### config.mk
export PLATFORM = sky130hd
export DESIGN_NAME = bridge_cmd_channel
export DESIGN_NICKNAME = d
export VERILOG_FILES = /design/src/rtl/bridge_cmd_channel.sv
export SDC_FILE = /design/constraint.sdc
export NUM_CORES = 1
export LEC_CHECK = 0
export BUFFER_PORTS_ARGS = -buffer_cell sky130_fd_sc_hd__buf_2
export CAP_MARGIN = 30
export CORE_ASPECT_RATIO = 0.9
export CORE_MARGIN = 2
export CORE_UTILIZATION = 25
export CTS_BUF_LIST = sky130_fd_sc_hd__clkbuf_16
export CTS_CLUSTER_SIZE = 40
export DETAILED_ROUTE_END_ITERATION = 12
export PLACE_DENSITY_LB_ADDON = 0.15
export RECOVER_POWER = 50
export SYNTH_ARGS = -nofsm -noshare
export SYNTH_HDL_FRONTEND = slang
export SYNTH_SLANG_ARGS = --single-unit
### constraint.sdc
create_clock -name clk -period 16.9 [get_ports clk]
set_input_delay 3.38 -clock clk [delete_from_list [all_inputs] [get_ports clk]]
set_output_delay 3.38 -clock clk [all_outputs]
set_load 0.02 [all_outputs]
### src/rtl/bridge_cmd_channel.sv
// bridge_cmd_channel: memory-mapped command channel between a register bridge
// and a command-executing core. A "CM" write to BASE launches a command built
// from the parameter registers. The core reports progress and completion, and
// the result and response words are read back through the bridge.
// Optional feature macro: BRIDGE_CMD_TIMEOUT_EN. When it is defined, a command
// that stays in VALID for TIMEOUT_CYCLES cycles is aborted with an "ER" status.
module bridge_cmd_channel #(
  parameter logic [31:0] BASE             = 32'hF8000000,
  parameter logic [31:0] PARAMETER_OFFSET = 32'h20,
  parameter logic [31:0] RESPONSE_OFFSET  = 32'h40,
  parameter int          N_WORDS          = 4,
  parameter logic [31:0] TIMEOUT_CYCLES   = 32'd1048576
) (
  input  logic                   clk,
  input  logic                   reset,
  input  logic [31:0]            bridge_addr,
  input  logic                   bridge_wr,
  input  logic [31:0]            bridge_wr_data,
  input  logic                   bridge_rd,
  output logic [31:0]            bridge_rd_data,
  output logic                   cmd_valid,
  output logic [15:0]            cmd_word,
  output logic [32*N_WORDS-1:0]  cmd_param,
  input  logic [15:0]            cmd_progress,
  input  logic                   cmd_done,
  input  logic [15:0]            cmd_result,
  input  logic [32*N_WORDS-1:0]  cmd_response
);

  localparam logic [15:0] TAG_CM = 16'h434D;
  localparam logic [15:0] TAG_BU = 16'h4255;
  localparam logic [15:0] TAG_OK = 16'h4F4B;
  localparam logic [15:0] TAG_ER = 16'h4552;
  localparam logic [29:0] N_WORDS_W = 30'(N_WORDS);

  typedef enum logic [1:0] {IDLE, VALID, DONE} state_t;

  state_t      state_reg;
  logic [31:0] status_reg;
  logic [15:0] collision_reg;
  logic [31:0] param_reg [N_WORDS];
  logic [31:0] resp_reg  [N_WORDS];
  logic [31:0] rd_data_next;

  // Reads are free-running, so the read strobe carries no information.
  logic unused_rd;
  assign unused_rd = bridge_rd;

  // Address decode relative to BASE and to the two word windows
  logic [31:0] offset;
  logic [31:0] param_rel;
  logic [31:0] resp_rel;
  logic        param_hit;
  logic        resp_hit;
  logic        cmd_start;
  logic [N_WORDS-1:0] param_we;

  assign offset    = bridge_addr - BASE;
  assign param_rel = offset - PARAMETER_OFFSET;
  assign resp_rel  = offset - RESPONSE_OFFSET;
  assign param_hit = (param_rel[31:2] < N_WORDS_W) && (param_rel[1:0] == 2'b00);
  assign resp_hit  = (resp_rel[31:2] < N_WORDS_W) && (resp_rel[1:0] == 2'b00);
  assign cmd_start = bridge_wr && (offset == 32'h0) && (bridge_wr_data[31:16] == TAG_CM);

  genvar gi;
  generate
    for (gi = 0; gi < N_WORDS; gi++) begin : g_param_we
      assign param_we[gi] = bridge_wr && param_hit && (param_rel[4:2] == 3'(gi));
    end
  endgenerate

`ifdef BRIDGE_CMD_TIMEOUT_EN
  logic [31:0] timer_reg;
`else
  logic [31:0] unused_timeout;
  assign unused_timeout = TIMEOUT_CYCLES;
`endif

  // Parameter registers accept writes in every state
  always_ff @(posedge clk or posedge reset) begin
    if (reset) begin
      for (int i = 0; i < N_WORDS; i++) param_reg[i] <= '0;
    end else begin
      for (int i = 0; i < N_WORDS; i++)
        if (param_we[i]) param_reg[i] <= bridge_wr_data;
    end
  end

  // Command FSM: launch, track progress, capture completion, count collisions
  always_ff @(posedge clk or posedge reset) begin
    if (reset) begin
      state_reg     <= IDLE;
      cmd_valid     <= 1'b0;
      cmd_word      <= '0;
      cmd_param     <= '0;
      status_reg    <= '0;
      collision_reg <= '0;
      for (int i = 0; i < N_WORDS; i++) resp_reg[i] <= '0;
`ifdef BRIDGE_CMD_TIMEOUT_EN
      timer_reg     <= '0;
`endif
    end else begin
      // A launch attempt while busy is rejected and counted
      if (cmd_start && (state_reg != IDLE) && (collision_reg != 16'hFFFF))
        collision_reg <= collision_reg + 16'd1;
      case (state_reg)
        IDLE: begin
          if (cmd_start) begin
            cmd_word   <= bridge_wr_data[15:0];
            for (int i = 0; i < N_WORDS; i++) cmd_param[32*i +: 32] <= param_reg[i];
            status_reg <= {TAG_BU, 16'h0};
            cmd_valid  <= 1'b1;
            state_reg  <= VALID;
`ifdef BRIDGE_CMD_TIMEOUT_EN
            timer_reg  <= '0;
`endif
          end
        end
        VALID: begin
          if (cmd_done) begin
            status_reg <= {TAG_OK, cmd_result};
            for (int i = 0; i < N_WORDS; i++) resp_reg[i] <= cmd_response[32*i +: 32];
            cmd_valid  <= 1'b0;
            state_reg  <= DONE;
          end
`ifdef BRIDGE_CMD_TIMEOUT_EN
          else if (timer_reg == TIMEOUT_CYCLES - 32'd1) begin
            status_reg <= {TAG_ER, 16'hFFFF};
            for (int i = 0; i < N_WORDS; i++) resp_reg[i] <= '0;
            cmd_valid  <= 1'b0;
            state_reg  <= DONE;
          end
`endif
          else begin
            status_reg <= {TAG_BU, cmd_progress};
`ifdef BRIDGE_CMD_TIMEOUT_EN
            timer_reg  <= timer_reg + 32'd1;
`endif
          end
        end
        DONE:    state_reg <= IDLE;
        default: state_reg <= IDLE;
      endcase
    end
  end

  // Read mux for the current address
  always_comb begin
    rd_data_next = 32'hFFFFFFFF;
    if (offset == 32'h0)      rd_data_next = status_reg;
    else if (offset == 32'h4) rd_data_next = PARAMETER_OFFSET;
    else if (offset == 32'h8) rd_data_next = RESPONSE_OFFSET;
    else if (offset == 32'hC) rd_data_next = {collision_reg, 16'h0};
    else if (resp_hit) begin
      for (int i = 0; i < N_WORDS; i++)
        if (resp_rel[4:2] == 3'(i)) rd_data_next = resp_reg[i];
    end
  end

  // Registered read data, refreshed every cycle
  always_ff @(posedge clk or posedge reset) begin
    if (reset) bridge_rd_data <= '0;
    else       bridge_rd_data <= rd_data_next;
  end

endmodule

==> results.py, run 1 <==
metrics = {
    "status": {
        "status": "finished, violations left",
        "violations": "capacitance limit, slew limit",
    },
    "critical_path": {
        "cp_max_fo": 87,
        "cp_common_cell": "nand2_1",
        "crit_path_end_kind": "register",
        "crit_arrival_ps": 9540,
        "max_stage_delay_ps": 1820,
        "crit_chain": "buf_2 -> clkbuf_1 -> nand2_1 -> clkinvlp_2 -> buf_4 -> nand2_1 -> nand2_1",
        "r2r_end": "resp_reg[17]",
        "startpoint_type": "primary input",
        "r2r-start": "state_reg[0]",
        "startpoint": "cmd_done",
        "crit_end": "resp_reg[17]",
        "critPathKind": "primary input to register",
        "cpMaxStageDelayCell": "nand2_1",
        "ff2ff_path_depth": 7,
        "cp.required_ps": 17420,
        "rrSetupSlack_ps": 11340,
    },
    "sta": {
        "finalHoldViolations": 0,
        "maxSlewHeadroom": -2.52,
        "finalSetupViolCount": 0,
        "worst_slew_pin_slew_ps": 5260,
        "slew_violations": 200,
        "fin_worst_skew_ps": 19.1,
        "tns_ps": 0,
        "period_minus_slack_ps": 9020,
        "rsz0062_at_grt": "no",
        "finalCritPeriodShare": 0.534,
        "timing.fmax_mhz": 111,
        "holdWs_ps": 468,
    },
    "synth": {
        "synth_cells": 1597,
        "yosysWarningCount": 0,
        "synthFlopType": "dfrtp_1",
        "async_reset_ff_frac": 1.00,
        "synthXorXnorAreaFrac": 0.00950,
        "synth_nets": 1829,
        "syn_area_mm2": 0.0194,
        "yosysTopAreaCellShare": 0.607,
        "synth_seq_cells": 470,
        "synthAdderAreaFrac": 0.00194,
        "synth_compound_area_frac": 0.0355,
        "synth.avg_cell_area_um2": 12.1,
        "yosysTopAreaCell": "dfrtp_1",
        "ys_seq_area_frac": 0.607,
        "synthTopCellsByArea": "dfrtp_1 61%, mux2_2 15%, nand2_1 8.5%, mux4_2 2.1%, mux2i_1 1.6%",
        "synth-edff-count": 0,
        "synthSimpleGateAreaFrac": 0.130,
        "yosys.cell_types.count": 54,
        "synth_top_family_by_area": "multiplexers",
        "synthMuxAreaShare": 0.196,
    },
    "floorplan": {
        "ioPinCount": 406,
        "fp.dieH_um": 268,
        "initial_utilization": 0.253,
        "die_w_um": 297,
        "die-area_mm2": 0.0797,
        "num_rows": 96,
        "core_mm2": 0.0765,
    },
    "routing": {
        "dr.pass1.iters": 4,
        "drt_iter0_markers": 737,
        "drcViolationCount": 0,
        "wirelength_mm": 59.0,
        "ant_nets": 0,
        "dr_total_vias": 13600,
        "drt-vias-per-instance": 4.45,
        "routedWlPerCell_um": 19.2,
    },
    "clock_network": {
        "clkTransAtPathRegs_ps": 60,
        "worstSkewPairLatency_ps": 590,
        "holdBufCountCts": 0,
        "cts_tree": "done",
        "htreeDepth": 2,
        "clock_sinks": 470,
        "cts_setup_buffers": 0,
        "numCtsBuffers": 53,
        "cts_buffer_depth": 3,
        "root_buffer": "clkbuf_16",
        "cts_resized": 0,
    },
    "power_and_ir_drop": {
        "power_switching_share": 0.237,
        "p_clk_frac": 0.444,
        "peakVddDrop_mv": 0.0819,
        "combinationalPowerShare": 0.058,
        "sequentialPowerShare": 0.497,
        "p_int_w": 0.00180,
        "fin_total_pwr_w": 0.00236,
        "power.density_mw_per_mm2": 98.4,
        "cellLeakagePower_nw": 11.8,
        "p_switching_w": 0.000559,
    },
    "place": {
        "post-dp-hpwl_mm": 40.7,
        "routabilityCongestion": 0.819,
        "port_buffers": 404,
    },
    "flow_run": {
        "maxCapViolations": 4,
    },
    "global_routing": {
        "grt_overflow": 0,
        "grt_pass1_vias": 14300,
        "grt_usage": 0.146,
        "antenna_found_initial": 4,
        "grt_max_degree": 175,
        "grt_pass1_wl_mm": 89.5,
    },
    "finish": {
        "layout_commonest_cell": "dfrtp_1",
        "syn_to_final_growth_pct": 23.8,
        "seqCellArea_mm2": 0.0118,
        "final_cell_mix": "470 x dfrtp_1, 441 x nand2_1, 265 x mux2_2, 227 x buf_2, 180 x clkbuf_1",
        "nNetsFinal": 2227,
        "multi_input_area_mm2": 0.00726,
        "layout-drive-gt1-share": 0.303,
        "nFillCells": 7970,
    },
    "hold_path": {
        "hold_class": "register to register",
    },
}
Yosys cell counts (4+ instances only):
master and number:
a21o_1 6, a21oi_1 20, a221o_1 14, a22oi_1 6, a2bb2oi_1 5, buf_1 4, buf_2 28, clkbuf_1 53
dfrtp_1 470, inv_1 11, mux2_1 8, mux2_2 265, mux2i_1 31, mux4_2 18, nand2_1 441, nand2b_1 5
nand3_1 9, nand4_1 8, nor2_1 39, nor3_1 13, nor4_1 23, nor4_2 5, o21ai_0 35, or4_1 8
xnor2_1 16, xor2_1 5
metrics by stage:
| step | util | cells | cell area, µm² | setup slack (ps) |
|---|---|---|---|---|
| after global routing | 0.313 | 3065 | 24000 | 7130 |
| after floorplan | - | 1597 | 19400 | 411 |
| after detailed placement | 0.295 | 2966 | 22600 | 9590 |
| after CTS | 0.316 | 3062 | 24200 | 10230 |
| after global placement | 0.295 | 2964 | 22600 | 9610 |
| final | 0.313 | 3067 | 24000 | 7880 |
area by class of cell:
class / instances / share of cell area
well taps: 1029 / 0.0537
multi-input cells: 1031 / 0.303
repair buffers: 428 / 0.0852
clock inverters: 42 / 0.00939
inverters: 11 / 0.00183
flip-flops and latches: 470 / 0.490
diodes: 2 / 0.000209
clock buffers: 54 / 0.0563
metal layers:
layer  global-route usage  part of all wire  wire [µm]  vias to the layer above
met3               0.0353             0.061       3600                       77
met2                0.227              0.44      26000                      411
li1                     -                 -          -                     6296
met5                    0           0.00075         44                        -
met4               0.0377             0.021       1220                        6
met1                0.205              0.48      28100                     6850
power groups by stage:
stage | registers (W) | logic [W] | clock network, W
final | 0.00117 | 0.000137 | 0.00105
after global routing | 0.00118 | 0.000156 | 0.00114
after CTS | 0.00117 | 0.000139 | 0.00110
after detailed placement | 0.00119 | 0.000139 | 0
after global placement | 0.00119 | 0.000137 | 0
after floorplan | 0.00119 | 0.0000721 | 0
worst min path at each step:
| stage | slack [ps] | start | endpoint | cells past startpoint |
|---|---|---|---|---|
| floorplan | 440 | resp_reg[37] | resp_reg[37] | 2 |
| global placement | 460 | resp_reg[89] | resp_reg[89] | 2 |
| detailed placement | 460 | resp_reg[55] | resp_reg[55] | 2 |
| CTS | 470 | resp_reg[55] | resp_reg[55] | 2 |
| global route | 490 | resp_reg[63] | resp_reg[63] | 2 |
| finish | 470 | resp_reg[124] | resp_reg[124] | 2 |
worst max-delay path: cells and delay by family:
kind / cells / cell delay, ps
buf+inv: 4 / 3820
simple gates: 3 / 2210
kinds of logic after synthesis:
| kind of cell | after synthesis |
|---|---|
| and+or+nand+nor | 582 |
| muxes | 322 |
| xor gates and xnor gates | 21 |
| buffers and inverters | 96 |
| DFF | 470 |
| adders and majority gates | 3 |
| AOI/OAI and AO/OA | 103 |
Note: power is estimated with default switching activity, not from simulation.
==> run 2: changes to the inputs <==
--- a/config.mk
+++ b/config.mk
@@ -5,6 +5,7 @@
 export SDC_FILE = /design/constraint.sdc
 export NUM_CORES = 1
 export LEC_CHECK = 0
+export ABC_AREA = 1
 export BUFFER_PORTS_ARGS = -buffer_cell sky130_fd_sc_hd__buf_2
 export CAP_MARGIN = 30
 export CORE_ASPECT_RATIO = 0.9
==> constraint.sdc (replaced) <==
create_clock -name clk -period 7.29 [get_ports clk]
set_input_delay 1.458 -clock clk [delete_from_list [all_inputs] [get_ports clk]]
set_output_delay 1.458 -clock clk [all_outputs]
set_load 0.02 [all_outputs]
==> results.py, run 2 <==
metrics = {
    "sta": {
        "maxSlewHeadroom": -0.905,
        "fin_worst_skew_ps": 19.8,
        "period_minus_slack_ps": 5000,
        "worst_slew_pin_slew_ps": 2860,
        "rsz0062_at_grt": "no",
        "finalCritPeriodShare": 0.686,
        "holdWs_ps": 469,
        "tns_ps": 0,
        "timing.fmax_mhz": 200,
        "slew_violations": 309,
        "finalHoldViolations": 0,
        "finalSetupViolCount": 0,
    },
    "floorplan": {
        "die-area_mm2": 0.0898,
        "num_rows": 102,
        "initial_utilization": 0.253,
        "core_mm2": 0.0863,
        "ioPinCount": 406,
        "die_w_um": 316,
        "fp.dieH_um": 285,
    },
    "clock_network": {
        "cts_resized": 0,
        "clkTransAtPathRegs_ps": 50,
        "holdBufCountCts": 0,
        "cts_setup_buffers": 0,
        "worstSkewPairLatency_ps": 630,
        "htreeDepth": 2,
        "cts_buffer_depth": 3,
        "clock_sinks": 470,
        "numCtsBuffers": 57,
        "root_buffer": "clkbuf_16",
        "cts_tree": "done",
    },
    "critical_path": {
        "crit_path_end_kind": "async pin",
        "cpMaxStageDelayCell": "clkbuf_1",
        "max_stage_delay_ps": 2090,
        "crit_arrival_ps": 5560,
        "crit_chain": "buf_2 -> clkinvlp_2 -> clkbuf_1 -> clkbuf_2",
        "r2r_end": "status_reg[4]",
        "r2r-start": "state_reg[0]",
        "startpoint_type": "primary input",
        "rrSetupSlack_ps": 2920,
        "critPathKind": "primary input to async pin",
        "ff2ff_path_depth": 7,
        "cp.required_ps": 7850,
        "cp_max_fo": 46,
    },
    "routing": {
        "dr_total_vias": 17200,
        "drcViolationCount": 0,
        "drt_iter0_markers": 917,
        "drt-vias-per-instance": 4.49,
        "dr.pass1.iters": 5,
        "routedWlPerCell_um": 19.4,
        "ant_nets": 0,
        "wirelength_mm": 74.4,
    },
    "synth": {
        "yosysTopAreaCell": "dfrtp_1",
        "synth.avg_cell_area_um2": 9.62,
        "yosysWarningCount": 0,
        "synth_nets": 2505,
        "yosysMostFrequentCell": "nand2_1",
        "yosys.cell_types.count": 45,
        "synthSimpleGateAreaFrac": 0.260,
        "synth_top_cells_by_count": "859 x nand2_1, 470 x dfrtp_1, 148 x nand4_1",
        "synth-edff-count": 0,
        "synthTopCellsByArea": "dfrtp_1 54%, nand2_1 15%, mux2_4 9.5%, nand4_1 4.2%, nor2_1 2.2%",
        "synthAdderAreaFrac": 0.00172,
        "async_reset_ff_frac": 1.00,
        "synthXorXnorAreaFrac": 0.00761,
        "synth_compound_area_frac": 0.0374,
        "syn_area_mm2": 0.0219,
        "yosysTopAreaCellShare": 0.538,
        "ys_seq_area_frac": 0.538,
        "synth_cells": 2273,
        "synthFlopType": "dfrtp_1",
        "synth_top_family_by_area": "simple AND/OR/NAND/NOR gates",
        "synth_seq_cells": 470,
        "synthMuxAreaShare": 0.0986,
    },
    "finish": {
        "layout_commonest_cell": "nand2_1",
        "instances_no_fill": 3831,
        "nNetsFinal": 2868,
        "layout-drive-gt1-share": 0.200,
        "syn_to_final_growth_pct": 19.9,
        "final_cell_mix": "858 x nand2_1, 470 x dfrtp_1, 227 x buf_2, 180 x clkbuf_1, 148 x nand4_1",
        "final_area_mm2": 0.0262,
    },
    "global_routing": {
        "grt_pass1_wl_mm": 114,
        "grt_max_degree": 168,
        "grt_usage": 0.164,
        "grt_pass1_vias": 18300,
        "grt_overflow": 0,
        "antenna_found_initial": 9,
    },
    "hold_path": {
        "hold_class": "register to register",
        "min_from": "param_reg[94]",
        "whs_endpoint": "param_reg[94]",
        "min_path_cells": 2,
    },
    "power_and_ir_drop": {
        "peakVddDrop_mv": 0.180,
        "power.density_mw_per_mm2": 244,
        "cellLeakagePower_nw": 13.5,
        "fin_total_pwr_w": 0.00640,
    },
    "place": {
        "post-dp-hpwl_mm": 50.7,
        "port_buffers": 404,
        "placed_area_mm2": 0.0247,
        "routabilityCongestion": 0.831,
        "placed_cells": 3721,
    },
    "flow_run": {
        "maxCapViolations": 5,
    },
    "status": {
        "status": "finished, violations left",
        "violations": "capacitance limit, slew limit",
    },
}
## run 2: cell type report
| class | instances | area [µm²] |
|---|---|---|
| well taps | 1144 | 1430 |
| clock buffers | 58 | 1450 |
| repair buffers | 428 | 2020 |
| fillers | 9314 | 60100 |
| flip-flops and latches | 470 | 11800 |
| diodes | 2 | 5.00 |
| clock inverters | 50 | 328 |
| inverters | 89 | 338 |
| multi-input cells | 1590 | 8890 |
## run 2: logic make-up after synthesis
family | Yosys count
AOI/OAI and AO/OA | 133
xor gates and xnor gates | 19
adders and majority gates | 3
buffers and inverters | 213
DFF | 470
muxes | 145
and+or+nand+nor | 1290
## run 2: through the flow
step,util,worst slack [ps]
after floorplan,-,-533
after global routing,0.304,1480
final,0.304,2290
after global placement,0.286,2240
after detailed placement,0.286,2180
after CTS,0.307,2840
## run 2: worst max-delay path by stage
stage               cells past startpoint                 to      startpoint
CTS                                    14       param_reg[4]  bridge_addr[5]
detailed placement                     14       param_reg[4]  bridge_addr[5]
global placement                       12     param_reg[104]  bridge_addr[5]
floorplan                               1  bridge_rd_data[0]           reset
finish                                  4      cmd_param[22]           reset
global route                            4     cmd_param[122]           reset
## run 2: power breakdown
part / internal (W) / switching (W) / total (W) / leakage, nW
logic: 0.000225 / 0.000385 / 0.000610 / 6.39
clock network: 0.00155 / 0.00118 / 0.00273 / 0.924
registers: 0.00290 / 0.000163 / 0.00306 / 6.16
total: 0.00467 / 0.00173 / 0.00640 / 13.5
## run 2: critical path, delay by kind of cell
| kind | cells | cell delay (ps) |
|---|---|---|
| buffers and inverters | 4 | 4050 |
## run 2: layer usage
layer	wire length [µm]	track usage	up-vias
met5	82	0	-
met4	1290	0.0336	12
met3	3920	0.0340	100
met2	34400	0.265	405
li1	-	-	8229
met1	34700	0.225	8441
==> run 3: changes to the inputs <==
==> constraint.sdc (replaced) <==
create_clock -name clk -period 4.83 [get_ports clk]
set_input_delay 0.966 -clock clk [delete_from_list [all_inputs] [get_ports clk]]
set_output_delay 0.966 -clock clk [all_outputs]
set_load 0.02 [all_outputs]
==> results.py, run 3 (same netlist as run 2, synthesis figures left out) <==
metrics = {
    "status": {
        "status": "finished, violations left",
        "violations": "capacitance limit, slew limit",
    },
    "floorplan": {
        "num_rows": 102,
        "die-area_mm2": 0.0898,
        "ioPinCount": 406,
        "core_mm2": 0.0863,
        "initial_utilization": 0.253,
        "fp.dieH_um": 285,
        "die_w_um": 316,
    },
    "sta": {
        "rsz0062_at_grt": "no",
        "fin_worst_skew_ps": 17.8,
        "tns_ps": 0,
        "timing.fmax_mhz": 284,
        "finalSetupViolCount": 0,
        "fin_ws_ps": 1310,
        "finalCritPeriodShare": 0.728,
        "slew_violations": 163,
        "maxSlewHeadroom": -0.849,
        "finalHoldViolations": 0,
        "worst_slew_pin_slew_ps": 2770,
        "period_minus_slack_ps": 3520,
    },
    "routing": {
        "dr_total_vias": 17300,
        "drcViolationCount": 0,
        "drt_iter0_markers": 1039,
        "ant_nets": 0,
        "routedWlPerCell_um": 19.3,
        "wirelength_mm": 74.0,
        "dr.pass1.iters": 7,
        "drt-vias-per-instance": 4.51,
    },
    "finish": {
        "syn_to_final_growth_pct": 21.2,
        "instances_no_fill": 3837,
        "diodes": 0,
        "layout-drive-gt1-share": 0.237,
        "finish.utilization": 0.307,
        "nNetsFinal": 2881,
        "layout_commonest_cell": "nand2_1",
        "final_cell_mix": "857 x nand2_1, 470 x dfrtp_1, 317 x buf_2, 148 x nand4_1, 139 x mux2_4",
    },
    "critical_path": {
        "rrSetupSlack_ps": 2150,
        "crit_path_end_kind": "async pin",
        "critPathKind": "primary input to async pin",
        "r2r-start": "state_reg[1]",
        "startpoint_type": "primary input",
        "r2r_end": "resp_reg[30]",
        "crit_arrival_ps": 3630,
        "crit_end": "cmd_param[103]",
        "cp.required_ps": 4940,
        "ff2ff_path_depth": 6,
        "cp_max_fo": 51,
        "startpoint": "reset",
    },
    "power_and_ir_drop": {
        "cellLeakagePower_nw": 13.9,
        "power.density_mw_per_mm2": 364,
        "peakVddDrop_mv": 0.271,
    },
    "global_routing": {
        "grt_pass1_vias": 18300,
        "grt_pass1_wl_mm": 114,
        "grt_max_degree": 140,
        "grt_usage": 0.164,
        "antenna_found_initial": 3,
        "grt_overflow": 0,
    },
    "clock_network": {
        "clkTransAtPathRegs_ps": 60,
        "root_buffer": "clkbuf_16",
        "cts_setup_buffers": 0,
        "numCtsBuffers": 55,
        "cts_resized": 0,
        "worstSkewPairLatency_ps": 610,
        "htreeDepth": 2,
        "cts_tree": "done",
        "clock_sinks": 470,
        "holdBufCountCts": 0,
        "cts_buffer_depth": 3,
    },
    "hold_path": {
        "hold_class": "primary input to async pin",
    },
    "place": {
        "port_buffers": 404,
        "placed_cells": 3736,
        "routabilityCongestion": 0.827,
        "post-dp-hpwl_mm": 52.2,
        "dp_slack_ps": 811,
    },
    "flow_run": {
        "maxCapViolations": 3,
    },
}
[run 3: changes by cell type in the layout (fill, tap and decap cells not counted), sizes merged]
cell      delta
clkinvlp     +3
diode        -2
clkbuf      -90
clkinv      -10
bufinv       +2
buf        +103
[run 3: power breakdown]
part / total, W / internal [W] / switching (W)
sequential: 0.00462 / 0.00438 / 0.000241
combinational: 0.000925 / 0.000342 / 0.000583
clock: 0.00410 / 0.00237 / 0.00174
[run 3: how the worst min path moves through the flow]
stage	start	depth (start not counted)	slack (ps)	endpoint
finish	reset	2	470	cmd_param[59]
global route	reset	2	470	cmd_param[59]
CTS	reset	2	330	cmd_param[59]
detailed placement	param_reg[115]	2	460	param_reg[115]
global placement	param_reg[10]	2	450	param_reg[10]
floorplan	param_reg[31]	2	440	param_reg[31]
[run 3: per-stage QoR]
step	hold slack [ps]	instance area [µm²]	power, W
floorplan	438	21900	0.00522
CTS	334	26700	0.00982
global route	468	26500	0.0102
finish	469	26500	0.00965
detailed placement	459	24900	0.00562
global placement	453	24900	0.00560
[run 3: worst max-delay path, stage by stage]
cell and delay [ps]:
buf_2 110, clkinvlp_2 490, clkbuf_1 2020
[run 3: layout make-up]
type | instances | area (µm²)
Sequential cell | 470 | 11800
Tap cell | 1144 | 1430
Timing Repair Buffer | 443 | 2320
Inverter | 89 | 338
Clock buffer | 56 | 1400
Clock inverter | 45 | 360
Multi-Input combinational cell | 1590 | 8890
Fill cell | 9185 | 59800
[run 3: per-layer routing]
metal / track usage / wire length (µm)
met1: 0.226 / 34800
met2: 0.264 / 34000
met3: 0.0311 / 3780
met4: 0.0383 / 1410
met5: 0 / 24
